`src/rtl/pipe_stage_ctrl_if.sv`:
```
// rtl/pipe_stage_ctrl_if.sv - instruction record type and pipeline control bus
//
// pipe_stage_pkg
//   opcode_t : instruction class; FLUSH (all zeros) marks a bubble
//   instr_t  : stage register record {opcode, reg_write, mem_write,
//              mem_read2, rd_used, ir, pc}; all zeros is a bubble
//
// pipe_stage_ctrl_if
//   inputs to the sequencer : pc_next, if_ir, dec_instr, ex_instr_out,
//                             mem_instr_out, LW_STALL, IF_FLUSH, DEC_FLUSH,
//                             EX_FLUSH, MEM_BUSY
//   outputs of the sequencer: pc, if_dec_ir, if_dec_pc, if_dec_valid,
//                             dec_ex, ex_mem, mem_wb, stall_cnt, flush_cnt,
//                             instret_cnt
//   modport master : core/hazard side, drives the inputs
//   modport slave  : pipe_stage_ctrl

package pipe_stage_pkg;

    typedef enum logic [3:0] {
        FLUSH  = 4'd0,
        OP     = 4'd1,
        OP_IMM = 4'd2,
        LOAD   = 4'd3,
        STORE  = 4'd4,
        BRANCH = 4'd5,
        JAL    = 4'd6,
        JALR   = 4'd7,
        LUI    = 4'd8,
        AUIPC  = 4'd9,
        SYSTEM = 4'd10
    } opcode_t;

    typedef struct packed {
        opcode_t     opcode;
        logic        reg_write;
        logic        mem_write;
        logic        mem_read2;
        logic        rd_used;
        logic [31:0] ir;
        logic [31:0] pc;
    } instr_t;

    localparam instr_t BUBBLE = '0;

endpackage

interface pipe_stage_ctrl_if;
    import pipe_stage_pkg::*;

    logic [31:0] pc_next;
    logic [31:0] if_ir;
    instr_t      dec_instr;
    instr_t      ex_instr_out;
    instr_t      mem_instr_out;
    logic        LW_STALL;
    logic        IF_FLUSH;
    logic        DEC_FLUSH;
    logic        EX_FLUSH;
    logic        MEM_BUSY;

    logic [31:0] pc;
    logic [31:0] if_dec_ir;
    logic [31:0] if_dec_pc;
    logic        if_dec_valid;
    instr_t      dec_ex;
    instr_t      ex_mem;
    instr_t      mem_wb;
    logic [31:0] stall_cnt;
    logic [31:0] flush_cnt;
    logic [31:0] instret_cnt;

    modport master (
        output pc_next, if_ir, dec_instr, ex_instr_out, mem_instr_out,
               LW_STALL, IF_FLUSH, DEC_FLUSH, EX_FLUSH, MEM_BUSY,
        input  pc, if_dec_ir, if_dec_pc, if_dec_valid, dec_ex, ex_mem, mem_wb,
               stall_cnt, flush_cnt, instret_cnt
    );

    modport slave (
        input  pc_next, if_ir, dec_instr, ex_instr_out, mem_instr_out,
               LW_STALL, IF_FLUSH, DEC_FLUSH, EX_FLUSH, MEM_BUSY,
        output pc, if_dec_ir, if_dec_pc, if_dec_valid, dec_ex, ex_mem, mem_wb,
               stall_cnt, flush_cnt, instret_cnt
    );

endinterface

```
`src/rtl/pipe_stage_ctrl.sv`:
```
// rtl/pipe_stage_ctrl.sv - pipeline register bank, stall/flush sequencer and debug counters
//
// Parameters
//   RESET_VEC : PC loaded on reset
// Ports
//   CLK : core clock, all state changes on the rising edge
//   RST : synchronous active-high reset
//   bus : pipe_stage_ctrl_if.slave (PC mux / fetch / decode / hazard inputs,
//         PC, stage registers and event counters out; all outputs registered)

module pipe_stage_ctrl
    import pipe_stage_pkg::*;
#(
    parameter logic [31:0] RESET_VEC = 32'h0000_0000
) (
    input  logic               CLK,
    input  logic               RST,
    pipe_stage_ctrl_if.slave   bus
);

    logic [31:0] pc_q;
    logic [31:0] if_dec_ir_q;
    logic [31:0] if_dec_pc_q;
    logic        if_dec_valid_q;
    instr_t      dec_ex_q;
    instr_t      ex_mem_q;
    instr_t      mem_wb_q;
    logic [31:0] stall_q;
    logic [31:0] flush_q;
    logic [31:0] instret_q;

    // Effective requests after priority resolution. MEM_BUSY masks
    // everything; DEC_FLUSH cancels a simultaneous load-use stall because
    // the stalled instruction is on the squashed path.
    logic take_dec_flush;
    logic take_stall;
    logic take_if_flush;
    logic take_ex_flush;
    logic take_any_flush;
    logic bubble_dec_ex;
    logic retiring;

    always_comb begin
        take_dec_flush = 1'b0;
        take_stall     = 1'b0;
        take_if_flush  = 1'b0;
        take_ex_flush  = 1'b0;
        if (!bus.MEM_BUSY) begin
            take_dec_flush = bus.DEC_FLUSH;
            take_stall     = bus.LW_STALL && !bus.DEC_FLUSH;
            take_if_flush  = bus.IF_FLUSH;
            take_ex_flush  = bus.EX_FLUSH;
        end
        take_any_flush = take_dec_flush || take_if_flush || take_ex_flush;
        bubble_dec_ex  = take_dec_flush || take_stall || take_ex_flush;
        // The instruction sitting in MEM/WB completes as this edge moves it out.
        retiring       = (mem_wb_q.opcode != FLUSH);
    end

    always_ff @(posedge CLK) begin
        if (RST) begin
            pc_q           <= RESET_VEC;
            if_dec_ir_q    <= '0;
            if_dec_pc_q    <= '0;
            if_dec_valid_q <= 1'b0;
            dec_ex_q       <= BUBBLE;
            ex_mem_q       <= BUBBLE;
            mem_wb_q       <= BUBBLE;
            stall_q        <= '0;
            flush_q        <= '0;
            instret_q      <= '0;
        end else if (!bus.MEM_BUSY) begin
            // A load-use stall holds fetch so the same instruction is re-presented.
            if (!take_stall) begin
                pc_q <= bus.pc_next;
            end

            if (take_dec_flush || take_if_flush) begin
                if_dec_ir_q    <= '0;
                if_dec_pc_q    <= '0;
                if_dec_valid_q <= 1'b0;
            end else if (!take_stall) begin
                if_dec_ir_q    <= bus.if_ir;
                if_dec_pc_q    <= pc_q;
                if_dec_valid_q <= 1'b1;
            end

            dec_ex_q <= bubble_dec_ex ? BUBBLE : bus.dec_instr;
            ex_mem_q <= bus.ex_instr_out;
            mem_wb_q <= bus.mem_instr_out;

            if (take_stall) begin
                stall_q <= stall_q + 32'd1;
            end
            if (take_any_flush) begin
                flush_q <= flush_q + 32'd1;
            end
            if (retiring) begin
                instret_q <= instret_q + 32'd1;
            end
        end
    end

    assign bus.pc           = pc_q;
    assign bus.if_dec_ir    = if_dec_ir_q;
    assign bus.if_dec_pc    = if_dec_pc_q;
    assign bus.if_dec_valid = if_dec_valid_q;
    assign bus.dec_ex       = dec_ex_q;
    assign bus.ex_mem       = ex_mem_q;
    assign bus.mem_wb       = mem_wb_q;
    assign bus.stall_cnt    = stall_q;
    assign bus.flush_cnt    = flush_q;
    assign bus.instret_cnt  = instret_q;

endmodule

```
`src/flat_wrapper.sv`:
```
// flat-port wrapper written by rule: the top's interface ports become plain ports
module pipe_stage_ctrl_flat import pipe_stage_pkg::*;
#(
    parameter logic [31:0] RESET_VEC = 32'h0000_0000
)
  (CLK, RST, bus_pc_next, bus_if_ir, bus_dec_instr, bus_ex_instr_out, bus_mem_instr_out, bus_LW_STALL, bus_IF_FLUSH, bus_DEC_FLUSH, bus_EX_FLUSH, bus_MEM_BUSY, bus_pc, bus_if_dec_ir, bus_if_dec_pc, bus_if_dec_valid, bus_dec_ex, bus_ex_mem, bus_mem_wb, bus_stall_cnt, bus_flush_cnt, bus_instret_cnt);
  pipe_stage_ctrl_if bus_i ();
  input  logic CLK;
  input  logic RST;
  input wire logic [$bits(bus_i.pc_next)-1:0] bus_pc_next;
  input wire logic [$bits(bus_i.if_ir)-1:0] bus_if_ir;
  input wire logic [$bits(bus_i.dec_instr)-1:0] bus_dec_instr;
  input wire logic [$bits(bus_i.ex_instr_out)-1:0] bus_ex_instr_out;
  input wire logic [$bits(bus_i.mem_instr_out)-1:0] bus_mem_instr_out;
  input wire logic [$bits(bus_i.LW_STALL)-1:0] bus_LW_STALL;
  input wire logic [$bits(bus_i.IF_FLUSH)-1:0] bus_IF_FLUSH;
  input wire logic [$bits(bus_i.DEC_FLUSH)-1:0] bus_DEC_FLUSH;
  input wire logic [$bits(bus_i.EX_FLUSH)-1:0] bus_EX_FLUSH;
  input wire logic [$bits(bus_i.MEM_BUSY)-1:0] bus_MEM_BUSY;
  output wire logic [$bits(bus_i.pc)-1:0] bus_pc;
  output wire logic [$bits(bus_i.if_dec_ir)-1:0] bus_if_dec_ir;
  output wire logic [$bits(bus_i.if_dec_pc)-1:0] bus_if_dec_pc;
  output wire logic [$bits(bus_i.if_dec_valid)-1:0] bus_if_dec_valid;
  output wire logic [$bits(bus_i.dec_ex)-1:0] bus_dec_ex;
  output wire logic [$bits(bus_i.ex_mem)-1:0] bus_ex_mem;
  output wire logic [$bits(bus_i.mem_wb)-1:0] bus_mem_wb;
  output wire logic [$bits(bus_i.stall_cnt)-1:0] bus_stall_cnt;
  output wire logic [$bits(bus_i.flush_cnt)-1:0] bus_flush_cnt;
  output wire logic [$bits(bus_i.instret_cnt)-1:0] bus_instret_cnt;
  assign bus_i.pc_next = bus_pc_next;
  assign bus_i.if_ir = bus_if_ir;
  assign bus_i.dec_instr = bus_dec_instr;
  assign bus_i.ex_instr_out = bus_ex_instr_out;
  assign bus_i.mem_instr_out = bus_mem_instr_out;
  assign bus_i.LW_STALL = bus_LW_STALL;
  assign bus_i.IF_FLUSH = bus_IF_FLUSH;
  assign bus_i.DEC_FLUSH = bus_DEC_FLUSH;
  assign bus_i.EX_FLUSH = bus_EX_FLUSH;
  assign bus_i.MEM_BUSY = bus_MEM_BUSY;
  assign bus_pc = bus_i.pc;
  assign bus_if_dec_ir = bus_i.if_dec_ir;
  assign bus_if_dec_pc = bus_i.if_dec_pc;
  assign bus_if_dec_valid = bus_i.if_dec_valid;
  assign bus_dec_ex = bus_i.dec_ex;
  assign bus_ex_mem = bus_i.ex_mem;
  assign bus_mem_wb = bus_i.mem_wb;
  assign bus_stall_cnt = bus_i.stall_cnt;
  assign bus_flush_cnt = bus_i.flush_cnt;
  assign bus_instret_cnt = bus_i.instret_cnt;
  pipe_stage_ctrl #(.RESET_VEC(RESET_VEC)) u_core (.CLK(CLK), .RST(RST), .bus(bus_i));
endmodule
```
`config.mk`:
```
export PLATFORM = sky130hd
export DESIGN_NAME = pipe_stage_ctrl_flat
export DESIGN_NICKNAME = d
export VERILOG_FILES = /design/src/rtl/pipe_stage_ctrl_if.sv /design/src/rtl/pipe_stage_ctrl.sv /design/src/flat_wrapper.sv
export SDC_FILE = /design/constraint.sdc
export NUM_CORES = 1
export LEC_CHECK = 0
export CORE_AREA = 2 2 270 272
export CTS_BUF_LIST = sky130_fd_sc_hd__clkbuf_16
export DETAILED_ROUTE_END_ITERATION = 8
export DIE_AREA = 0 0 272 274
export PLACE_DENSITY = 0.54
export SYNTH_ARGS = -nofsm -noshare
export SYNTH_HDL_FRONTEND = slang
export SYNTH_SLANG_ARGS = --single-unit
```
`constraint.sdc`:
```
create_clock -name CLK -period 2.1 [get_ports CLK]
set_input_delay 0.315 -clock CLK [delete_from_list [all_inputs] [get_ports CLK]]
set_output_delay 0.315 -clock CLK [all_outputs]
set_load 0.01 [all_outputs]
```
==> results of run 1 <==
-- registers in the layout (all words and copies together) (netlist names) --
register,flops
u_core.bus.if_dec_pc,32
u_core.bus.if_dec_ir,32
u_core.bus.instret_cnt,32
u_core.bus.mem_wb,72
u_core.bus.dec_ex,72
u_core.bus.stall_cnt,32
u_core.bus.pc,32
u_core.bus.ex_mem,72
u_core.bus.flush_cnt,32
u_core.bus.if_dec_valid,1
-- worst min-delay path by stage --
stage	startpoint	slack, ns	depth (start not counted)	to
final	RST	0.08	2	u_core.bus.mem_wb[71]
after global routing	RST	0.05	2	u_core.bus.mem_wb[71]
after CTS	RST	0.03	2	u_core.bus.mem_wb[71]
after detailed placement	u_core.bus.pc[0]	0.46	2	u_core.bus.pc[0]
after global placement	u_core.bus.pc[4]	0.46	2	u_core.bus.pc[4]
after floorplan	bus_pc_next[0]	0.45	2	u_core.bus.pc[0]
-- power by group --
group	switching (mW)	leakage [nW]	internal, mW
registers	0.150	3.33	8.00
logic	0.881	5.25	1.19
clock network	3.43	0.743	4.42
total	4.46	9.33	13.6
-- layout make-up --
cell class	count	area (um^2)
Clock inverter	35	205
Inverter	10	37.5
Antenna cell	1	2.50
Fill cell	7239	46500
Sequential cell	409	8190
Multi-Input combinational cell	1079	6630
Timing Repair Buffer	800	7950
Tap cell	959	1200
Clock buffer	50	1250
-- through the flow --
stage / setup TNS, ns / instances
floorplan: 0 / 1617
global placement: -6.91 / 3255
detailed placement: -9.61 / 3255
CTS: 0 / 3341
global route: -0.000752 / 3342
finish: 0 / 3343
-- per-layer routing --
layer	vias up	part of all wire
met3	93	0.079
met5	-	0.00070
met4	8	0.027
li1	7232	-
met1	7247	0.40
met2	492	0.49
-- logic make-up after synthesis --
family                     Yosys count  synth area share
muxes                              147            0.0966
DFF                                409             0.536
AOI/OAI and AO/OA                  307             0.132
adders and majority gates            3           0.00246
and+or+nand+nor                    596             0.184
xor gates and xnor gates            25            0.0143
buffers and inverters              130            0.0343
-- cells in the final DEF (no fill, tap or decap), drive strengths merged, types with 4 or more instances in the layout --
master	count
a21oi	99
a22oi	136
and2	4
and3	7
and4	14
buf	106
clkbuf	50
clkdlybuf4s50	691
clkinv	21
dfxtp	409
inv	21
mux2i	144
nand2	94
nand3	32
nand4	31
nor2	311
nor3	5
nor4	12
o21ai	21
o31ai	46
or3	20
or4	52
xnor2	17
xor2	8
-- repair_timing --
item	4_1_cts	5_1_grt
pin swaps	0	1
hold buffers	1	0
endpoints found under the hold margin	1	0
setup endpoints to repair	1	18
gates resized for setup	1	11
cloned	0	1
-- worst max-delay path, cell delays in order --
cell and delay, ns:
dlygate4sd3_1 0.56, buf_8 0.15, nand2b_1 0.18, or4_4 0.64, buf_4 0.19, o31a_1 0.26, o21ba_2 0.21
==> impl_metrics.env, run 1 <==
export IMPL_r2r_cells=5
export IMPL_wirelength_um=61600
export IMPL_start_util=0.212
export IMPL_fmax_mhz=486
export IMPL_nNetsFinal=2639
export IMPL_yosysWarnings=0
export IMPL_synthArstFlopShare=0
export IMPL_yosysMostFrequentCell="dfxtp_1"
export IMPL_die_h_um=274
export IMPL_cp_max_fo=15
export IMPL_drv_cap=0
export IMPL_die_x_um=272
export IMPL_fin_crit_ns=2.06
export IMPL_whs_ns=0.0755
export IMPL_cts_sinks=409
export IMPL_power_density_nw_per_um2=710
export IMPL_gr_usage_met1=0.180
export IMPL_final_util=0.354
export IMPL_vias=15072
export IMPL_ys_seq_area_frac=0.536
export IMPL_synth_top_area_frac=0.536
export IMPL_first_pass_iters=5
export IMPL_ys_top_cells_by_count="dfxtp_1 (409), nor2_1 (311), mux2i_1 (144)"
export IMPL_start_kind="input port"
export IMPL_port_buffers=695
export IMPL_use_met2=0.270
export IMPL_r2r_slack_ns=0.08
export IMPL_finalPower_mw=18.1
export IMPL_grt_pass1_wl_um=90500
export IMPL_io_pin_count=696
export IMPL_r2r_end="u_core.bus.instret_cnt[31]"
export IMPL_wl_per_cell_um=18.4
export IMPL_p_leak_nw=9.33
export IMPL_r2r_start="u_core.bus.instret_cnt[20]"
export IMPL_syn_nets=1907
export IMPL_placementRows=99
export IMPL_clkTransAtPathRegs_ns=0.07
export IMPL_cp_end_kind="register"
export IMPL_place_congestion=0.862
export IMPL_cts_buffer_depth=3
export IMPL_synth_edf_count=0
export IMPL_skew_ns=0.0228
export IMPL_finalHoldViolCount=0
export IMPL_areaGrowthSynthToFinish_pct=66.8
export IMPL_gr_usage_met3=0.0525
export IMPL_grt_util_all_layers=0.156
export IMPL_netlist_instances=1617
export IMPL_crit_start="bus_MEM_BUSY"
export IMPL_finalSetupViolations=0
export IMPL_synth_ff_type="dfxtp_1"
export IMPL_design_area_um2=25500
export IMPL_numCtsBuffers=49
export IMPL_vias_per_cell=4.51
export IMPL_dp_slack_ns=-0.340
export IMPL_cts_setup_buffers=0
export IMPL_syn_avg_cell_area_um2=9.44
export IMPL_cts_tree="built"
export IMPL_die_area_um2=74500
export IMPL_synth_seq_cells=409
export IMPL_path_class="in2reg"
export IMPL_crit_path_end="u_core.bus.flush_cnt[30]"
export IMPL_drive_gt1_frac=0.0802
export IMPL_grt_busiest_layer="met2"
export IMPL_drv_slew=0
export IMPL_crit_required_ns=2.57
export IMPL_vdd_drop_max_mv=0.562
export IMPL_finalWorstSetupSlack_ns=0.0442
export IMPL_arrival_ns=2.52
export IMPL_drc_errors=0
export IMPL_status="finished clean"
export IMPL_min_path_type="in2reg"
export IMPL_hpwl_um=45400
export IMPL_grt_max_degree=97
export IMPL_antenna_found_initial=4
export IMPL_synth_top_area_cell="dfxtp_1"
export IMPL_maxSlewHeadroom=0.449
export IMPL_first_global_vias=14880
export IMPL_post_dp_cell_area_um2=24000
export IMPL_syn_area_um2=15300
export IMPL_ant_nets=0
export IMPL_post_route_period_util=0.979
export IMPL_rsz0062_at_grt="yes"
export IMPL_drt_initial_drc_count=739
export IMPL_grt_overflow=0
export IMPL_clk_latency_ns=0.59
export IMPL_synth_area_leaders="dfxtp_1 (54%), mux2i_1 (9.4%), nor2_1 (7.6%), a22oi_1 (6.7%), a21oi_1 (3.2%)"
export IMPL_core_area_um2=72000
export IMPL_htreeDepth=2
export IMPL_synth_cell_types=42
export IMPL_clock_root_buffer="clkbuf_16"
export IMPL_tightest_slew_ns=0.826
Power figures use the tool's default switching activity.
==> run 2: changes to the inputs <==
--- a/config.mk
+++ b/config.mk
@@ -5,11 +5,14 @@
 export SDC_FILE = /design/constraint.sdc
 export NUM_CORES = 1
 export LEC_CHECK = 0
-export CORE_AREA = 2 2 270 272
+export CELL_PAD_IN_SITES_DETAIL_PLACEMENT = 1
+export CELL_PAD_IN_SITES_GLOBAL_PLACEMENT = 2
+export CORE_AREA = 2 2 271 273
 export CTS_BUF_LIST = sky130_fd_sc_hd__clkbuf_16
 export DETAILED_ROUTE_END_ITERATION = 8
-export DIE_AREA = 0 0 272 274
-export PLACE_DENSITY = 0.54
+export DIE_AREA = 0 0 273 275
+export PLACE_DENSITY = 0.8
+export RECOVER_POWER = 100
 export SYNTH_ARGS = -nofsm -noshare
 export SYNTH_HDL_FRONTEND = slang
 export SYNTH_SLANG_ARGS = --single-unit
==> impl_metrics.env, run 2 (synthesis gave the netlist of run 1 again) <==
export IMPL_status="complete, but fails checks"
export IMPL_violations="max-slew violations"
export IMPL_internal_power_mw=13.8
export IMPL_cts_sinks=409
export IMPL_ant_nets=0
export IMPL_pwr_share_clk=0.445
export IMPL_io_pin_count=696
export IMPL_wl_per_cell_um=19.8
export IMPL_final_common_cell="clkdlybuf4s50_1"
export IMPL_skew_ns=0.0139
export IMPL_arrival_ns=2.54
export IMPL_vdd_drop_max_mv=0.581
export IMPL_fin_tns_setup_ns=0
export IMPL_vias=15360
export IMPL_finalPower_mw=18.3
export IMPL_maxSlewHeadroom=-0.128
export IMPL_grt_overflow=0
export IMPL_seqPwrFrac=0.445
export IMPL_drt_initial_drc_count=591
export IMPL_place_congestion=0.814
export IMPL_first_pass_iters=4
export IMPL_power_frac_comb=0.110
export IMPL_cts_tree="built"
export IMPL_min_path_type="in2reg"
export IMPL_htreeDepth=2
export IMPL_fin_crit_ns=2.03
export IMPL_power_share_switching=0.247
export IMPL_r2r_cells=5
export IMPL_path_class="reg2reg"
export IMPL_power_density_nw_per_um2=720
export IMPL_areaGrowthSynthToFinish_pct=66.8
export IMPL_drv_cap=0
export IMPL_drive_gt1_frac=0.0776
export IMPL_finalSetupViolations=0
export IMPL_grt_max_degree=144
export IMPL_numCtsBuffers=49
export IMPL_die_h_um=275
export IMPL_clk_latency_ns=0.59
export IMPL_vias_per_cell=4.56
export IMPL_fill_cells=8190
export IMPL_clkTransAtPathRegs_ns=0.06
export IMPL_start_util=0.211
export IMPL_drc_errors=0
export IMPL_cp_max_fo=16
export IMPL_hpwl_um=49400
export IMPL_switchingPower_mw=4.53
export IMPL_start_kind="register"
export IMPL_crit_required_ns=2.61
export IMPL_die_area_um2=75100
export IMPL_die_x_um=273
export IMPL_layout_common_cells="clkdlybuf4s50_1 (516), dfxtp_1 (404), nor2_1 (311)"
export IMPL_tightest_slew_ns=1.69
export IMPL_core_area_um2=72300
export IMPL_post_route_period_util=0.968
export IMPL_cp_end_kind="register"
export IMPL_p_leak_nw=9.82
export IMPL_clock_root_buffer="clkbuf_16"
export IMPL_grt_util_all_layers=0.168
export IMPL_placementRows=99
export IMPL_first_global_vias=16490
export IMPL_cts_buffer_depth=3
export IMPL_nNetsFinal=2649
export IMPL_antenna_found_initial=11
export IMPL_grt_pass1_wl_um=98700
export IMPL_fmax_mhz=492
export IMPL_rsz0062_at_grt="yes"
export IMPL_wirelength_um=66600
export IMPL_cts_hold_buf=0
export IMPL_finalHoldViolCount=0
export IMPL_port_buffers=695
export IMPL_whs_ns=0.145
export IMPL_hold_depth=2
export IMPL_drv_slew=117
==> run 2: changes by cell type in the layout (fill, tap and decap cells not counted), sizes merged <==
cell	previous run	this run
clkinvlp	2	0
dlygate4sd2	1	0
inv	21	22
clkdlybuf4s50	691	516
clkinv	21	23
clkbuf	50	80
dlymetal6s2s	1	0
diode	1	11
buf	106	88
or4	52	53
bufinv	1	3
dlygate4sd3	1	175
==> run 2: power by group through the flow <==
stage               clock, mW  combinational, mW  sequential, mW
floorplan                   0              0.606            8.41
global placement            0               2.09            8.31
detailed placement          0               2.13            8.32
CTS                      8.45               2.14            8.16
global route             8.74               2.18            8.18
finish                   8.16               2.03            8.15
==> run 2: layout make-up <==
| cell class | count | area [um^2] | share of cell area |
|---|---|---|---|
| multi-input cells | 1080 | 6620 | 0.260 |
| clock inverters | 38 | 265 | 0.0104 |
| inverters | 10 | 37.5 | 0.00147 |
| well taps | 959 | 1200 | 0.0471 |
| clock buffers | 50 | 1250 | 0.0491 |
| flip-flops and latches | 409 | 8190 | 0.322 |
| repair buffers | 809 | 7890 | 0.309 |
| diodes | 11 | 27.5 | 0.00108 |
==> run 2: critical path: stages (launching register included) <==
cell and delay (ns):
dfxtp_1 0.34, nand4_1 0.16, or4_4 0.56, buf_4 0.20, or4_1 0.54, a21oi_2 0.16
==> run 2: timing repair <==
action | 4_1_cts | 5_1_grt
buffers inserted | 0 | 5
resized for setup | 0 | 16
endpoints found under the setup margin | 0 | 24
==> run 2: routing by layer <==
metal / part of all wire / track usage
met5: 0.0015 / 0.00940
met4: 0.038 / 0.0787
met3: 0.077 / 0.0589
met2: 0.51 / 0.296
met1: 0.38 / 0.180
==> run 2: per-stage QoR <==
stage | instances | cell area [um^2] | utilization | worst slack, ns
after floorplan | 1617 | 15300 | - | 0.0484
after global placement | 3259 | 24100 | 0.333 | -0.366
after detailed placement | 3259 | 24100 | 0.333 | -0.373
after CTS | 3347 | 25600 | 0.354 | 0.00619
after global routing | 3366 | 25500 | 0.352 | -0.0119
final | 3366 | 25500 | 0.352 | 0.0679
==> run 2: final timing paths <==
path                         startpoint                          to  slack, ns
max          u_core.bus.instret_cnt[20]  u_core.bus.instret_cnt[31]       0.07
min                                 RST       u_core.bus.ex_mem[48]       0.15
max reg2reg  u_core.bus.instret_cnt[20]  u_core.bus.instret_cnt[31]       0.07
min reg2reg           u_core.bus.pc[19]           u_core.bus.pc[19]       0.48
==> run 3: changes to the inputs <==
--- a/config.mk
+++ b/config.mk
@@ -5,13 +5,14 @@
 export SDC_FILE = /design/constraint.sdc
 export NUM_CORES = 1
 export LEC_CHECK = 0
+export ABC_AREA = 1
 export CELL_PAD_IN_SITES_DETAIL_PLACEMENT = 1
 export CELL_PAD_IN_SITES_GLOBAL_PLACEMENT = 2
-export CORE_AREA = 2 2 271 273
+export CORE_AREA = 2 2 306 248
 export CTS_BUF_LIST = sky130_fd_sc_hd__clkbuf_16
 export DETAILED_ROUTE_END_ITERATION = 8
-export DIE_AREA = 0 0 273 275
-export PLACE_DENSITY = 0.8
+export DIE_AREA = 0 0 308 250
+export PLACE_DENSITY = 0.86
 export RECOVER_POWER = 100
 export SYNTH_ARGS = -nofsm -noshare
 export SYNTH_HDL_FRONTEND = slang
==> impl_metrics.env, run 3 <==
export IMPL_status="complete, but fails checks"
export IMPL_violations="max-capacitance violations, max-slew violations"
export IMPL_io_pin_count=696
export IMPL_rsz0062_at_grt="no"
export IMPL_fill_cells=9028
export IMPL_cts_tree="built"
export IMPL_power_density_nw_per_um2=744
export IMPL_cts_setup_buffers=0
export IMPL_synthArstFlopShare=0
export IMPL_ys_seq_area_frac=0.508
export IMPL_die_x_um=308
export IMPL_core_area_um2=74300
export IMPL_gr_usage_met3=0.0536
export IMPL_synth_top_family_by_area="simple AND/OR/NAND/NOR gates"
export IMPL_maxSlewHeadroom=-0.216
export IMPL_clock_root_buffer="clkbuf_16"
export IMPL_ys_top_cells_by_count="nor2_1 (510), dfxtp_1 (409), nand2_1 (361)"
export IMPL_yosysWarnings=0
export IMPL_grt_util_all_layers=0.178
export IMPL_path_class="reg2out"
export IMPL_finalPower_mw=19.1
export IMPL_port_buffers=695
export IMPL_fmax_mhz=498
export IMPL_finalSetupViolations=0
export IMPL_max_stage_delay_ns=0.61
export IMPL_synth_cell_types=36
export IMPL_path_buf_inv=1
export IMPL_synthAdderAreaFrac=0.00233
export IMPL_first_global_vias=17172
export IMPL_drt_initial_drc_count=824
export IMPL_numCtsBuffers=49
export IMPL_antenna_found_initial=4
export IMPL_grt_max_degree=225
export IMPL_synth_top_area_cell="dfxtp_1"
export IMPL_drv_cap=1
export IMPL_finalHoldViolCount=0
export IMPL_die_h_um=250
export IMPL_synth_area_leaders="dfxtp_1 (51%), nor2_1 (12%), o21ai_0 (8.7%), nand2_1 (8.4%), a21oi_1 (5.5%)"
export IMPL_cts_buffer_depth=3
export IMPL_fin_crit_ns=2.01
export IMPL_cts_sinks=409
export IMPL_drv_slew=225
export IMPL_start_kind="register"
export IMPL_vias=16864
export IMPL_start_util=0.217
export IMPL_synth_top_area_frac=0.508
export IMPL_die_area_um2=77000
export IMPL_syn_area_um2=16100
export IMPL_cp_max_fo=6
export IMPL_arrival_ns=1.69
export IMPL_gr_usage_met1=0.218
export IMPL_p_leak_nw=10.6
export IMPL_syn_nets=2492
export IMPL_wl_per_cell_um=18.1
export IMPL_min_path_type="in2reg"
export IMPL_skew_ns=0.0200
export IMPL_cts_hold_buf=0
export IMPL_ant_nets=0
export IMPL_crit_path_cell_trace="clkdlybuf4s50_1"
export IMPL_drc_errors=0
export IMPL_final_common_cell="nor2_1"
export IMPL_synth_seq_cells=409
export IMPL_critPathTopFamily="buffers and inverters"
export IMPL_synth_ff_type="dfxtp_1"
export IMPL_cp_end_kind="primary output"
export IMPL_synth_simple_area_share=0.277
export IMPL_drive_gt1_frac=0.0435
export IMPL_slowest_stage="clkdlybuf4s50_1"
export IMPL_grt_busiest_layer="met2"
export IMPL_grt_overflow=0
export IMPL_muxShareOfSynthArea=0
export IMPL_crit_required_ns=1.78
export IMPL_use_met2=0.300
export IMPL_nNetsFinal=3156
export IMPL_place_congestion=0.810
export IMPL_synth_compound_area_frac=0.145
export IMPL_synth_edf_count=0
export IMPL_hpwl_um=51700
export IMPL_grt_pass1_wl_um=107000
export IMPL_fin_tns_setup_ns=0
export IMPL_netlist_instances=2202
export IMPL_clkTransAtPathRegs_ns=0.06
export IMPL_syn_avg_cell_area_um2=7.31
export IMPL_first_pass_iters=5
export IMPL_htreeDepth=2
export IMPL_layout_common_cells="nor2_1 (517), dfxtp_1 (408), dlygate4sd3_1 (368)"
export IMPL_synth_xor_area_share=0.00489
export IMPL_placementRows=90
export IMPL_post_route_period_util=0.956
export IMPL_vias_per_cell=4.36
export IMPL_vdd_drop_max_mv=0.555
export IMPL_clk_latency_ns=0.60
export IMPL_tightest_slew_ns=1.82
export IMPL_wirelength_um=70100
export IMPL_areaGrowthSynthToFinish_pct=59.1
export IMPL_yosysMostFrequentCell="nor2_1"
run 3: routing by layer:
| metal | vias up | part of all wire |
|---|---|---|
| met5 | - | 0.00019 |
| met4 | 2 | 0.025 |
| met3 | 104 | 0.071 |
| met2 | 417 | 0.48 |
| met1 | 7874 | 0.42 |
| li1 | 8467 | - |
run 3: where the power goes:
part / leakage [nW] / switching [mW] / internal, mW
Sequential: 3.36 / 0.207 / 8.15
Clock: 0.766 / 3.58 / 4.55
Combinational: 6.46 / 1.30 / 1.30
run 3: area by class of cell:
type,instances,area (um^2),share of cell area
sequential,409,8190,0.320
timing repair buffer,742,7410,0.289
multi-input combinational,1547,6870,0.268
clock buffer,50,1250,0.0488
tap,966,1210,0.0472
inverter,117,454,0.0177
clock inverter,34,231,0.00903
antenna,4,10.0,0.000391
run 3: path summary, 6_finish.rpt:
check	from	to	slack [ns]	depth (start not counted)
min	bus_dec_instr[22]	u_core.bus.dec_ex[22]	0.26	3
max reg2reg	u_core.bus.stall_cnt[0]	u_core.bus.stall_cnt[16]	0.18	8
min reg2reg	u_core.bus.if_dec_ir[9]	u_core.bus.if_dec_ir[9]	0.46	2
max	u_core.bus.instret_cnt[19]	bus_instret_cnt[19]	0.09	1
run 3: what timing repair did:
| item | CTS | global route |
|---|---|---|
| resized for setup | 1 | 0 |
| setup endpoints to repair | 1 | 0 |
| hold endpoints to repair | 0 | 0 |
run 3: kinds of logic (layout without fill, tap and decap cells):
group | count (synthesis) | count (layout)
flops | 409 | 409
fa+ha+maj | 3 | 3
buf+inv | 246 | 943
xor+xnor | 9 | 9
compound gates | 464 | 464
simple gates | 1071 | 1071
other cells | 0 | 4
run 3: through the flow:
stage          area [um^2]  hold WS [ns]  setup WS [ns]   util  std cells
6_report             25600         0.260         0.0921  0.345       3869
5_1_grt              25600         0.241        0.00626  0.345       3868
4_1_cts              25800        0.0471         0.0212  0.347       3865
3_5_place_dp         24300         0.453         0.0725  0.327       3781
3_3_place_gp         24300         0.449          0.116  0.327       3781
2_1_floorplan        16100         0.456          0.552      -       2202
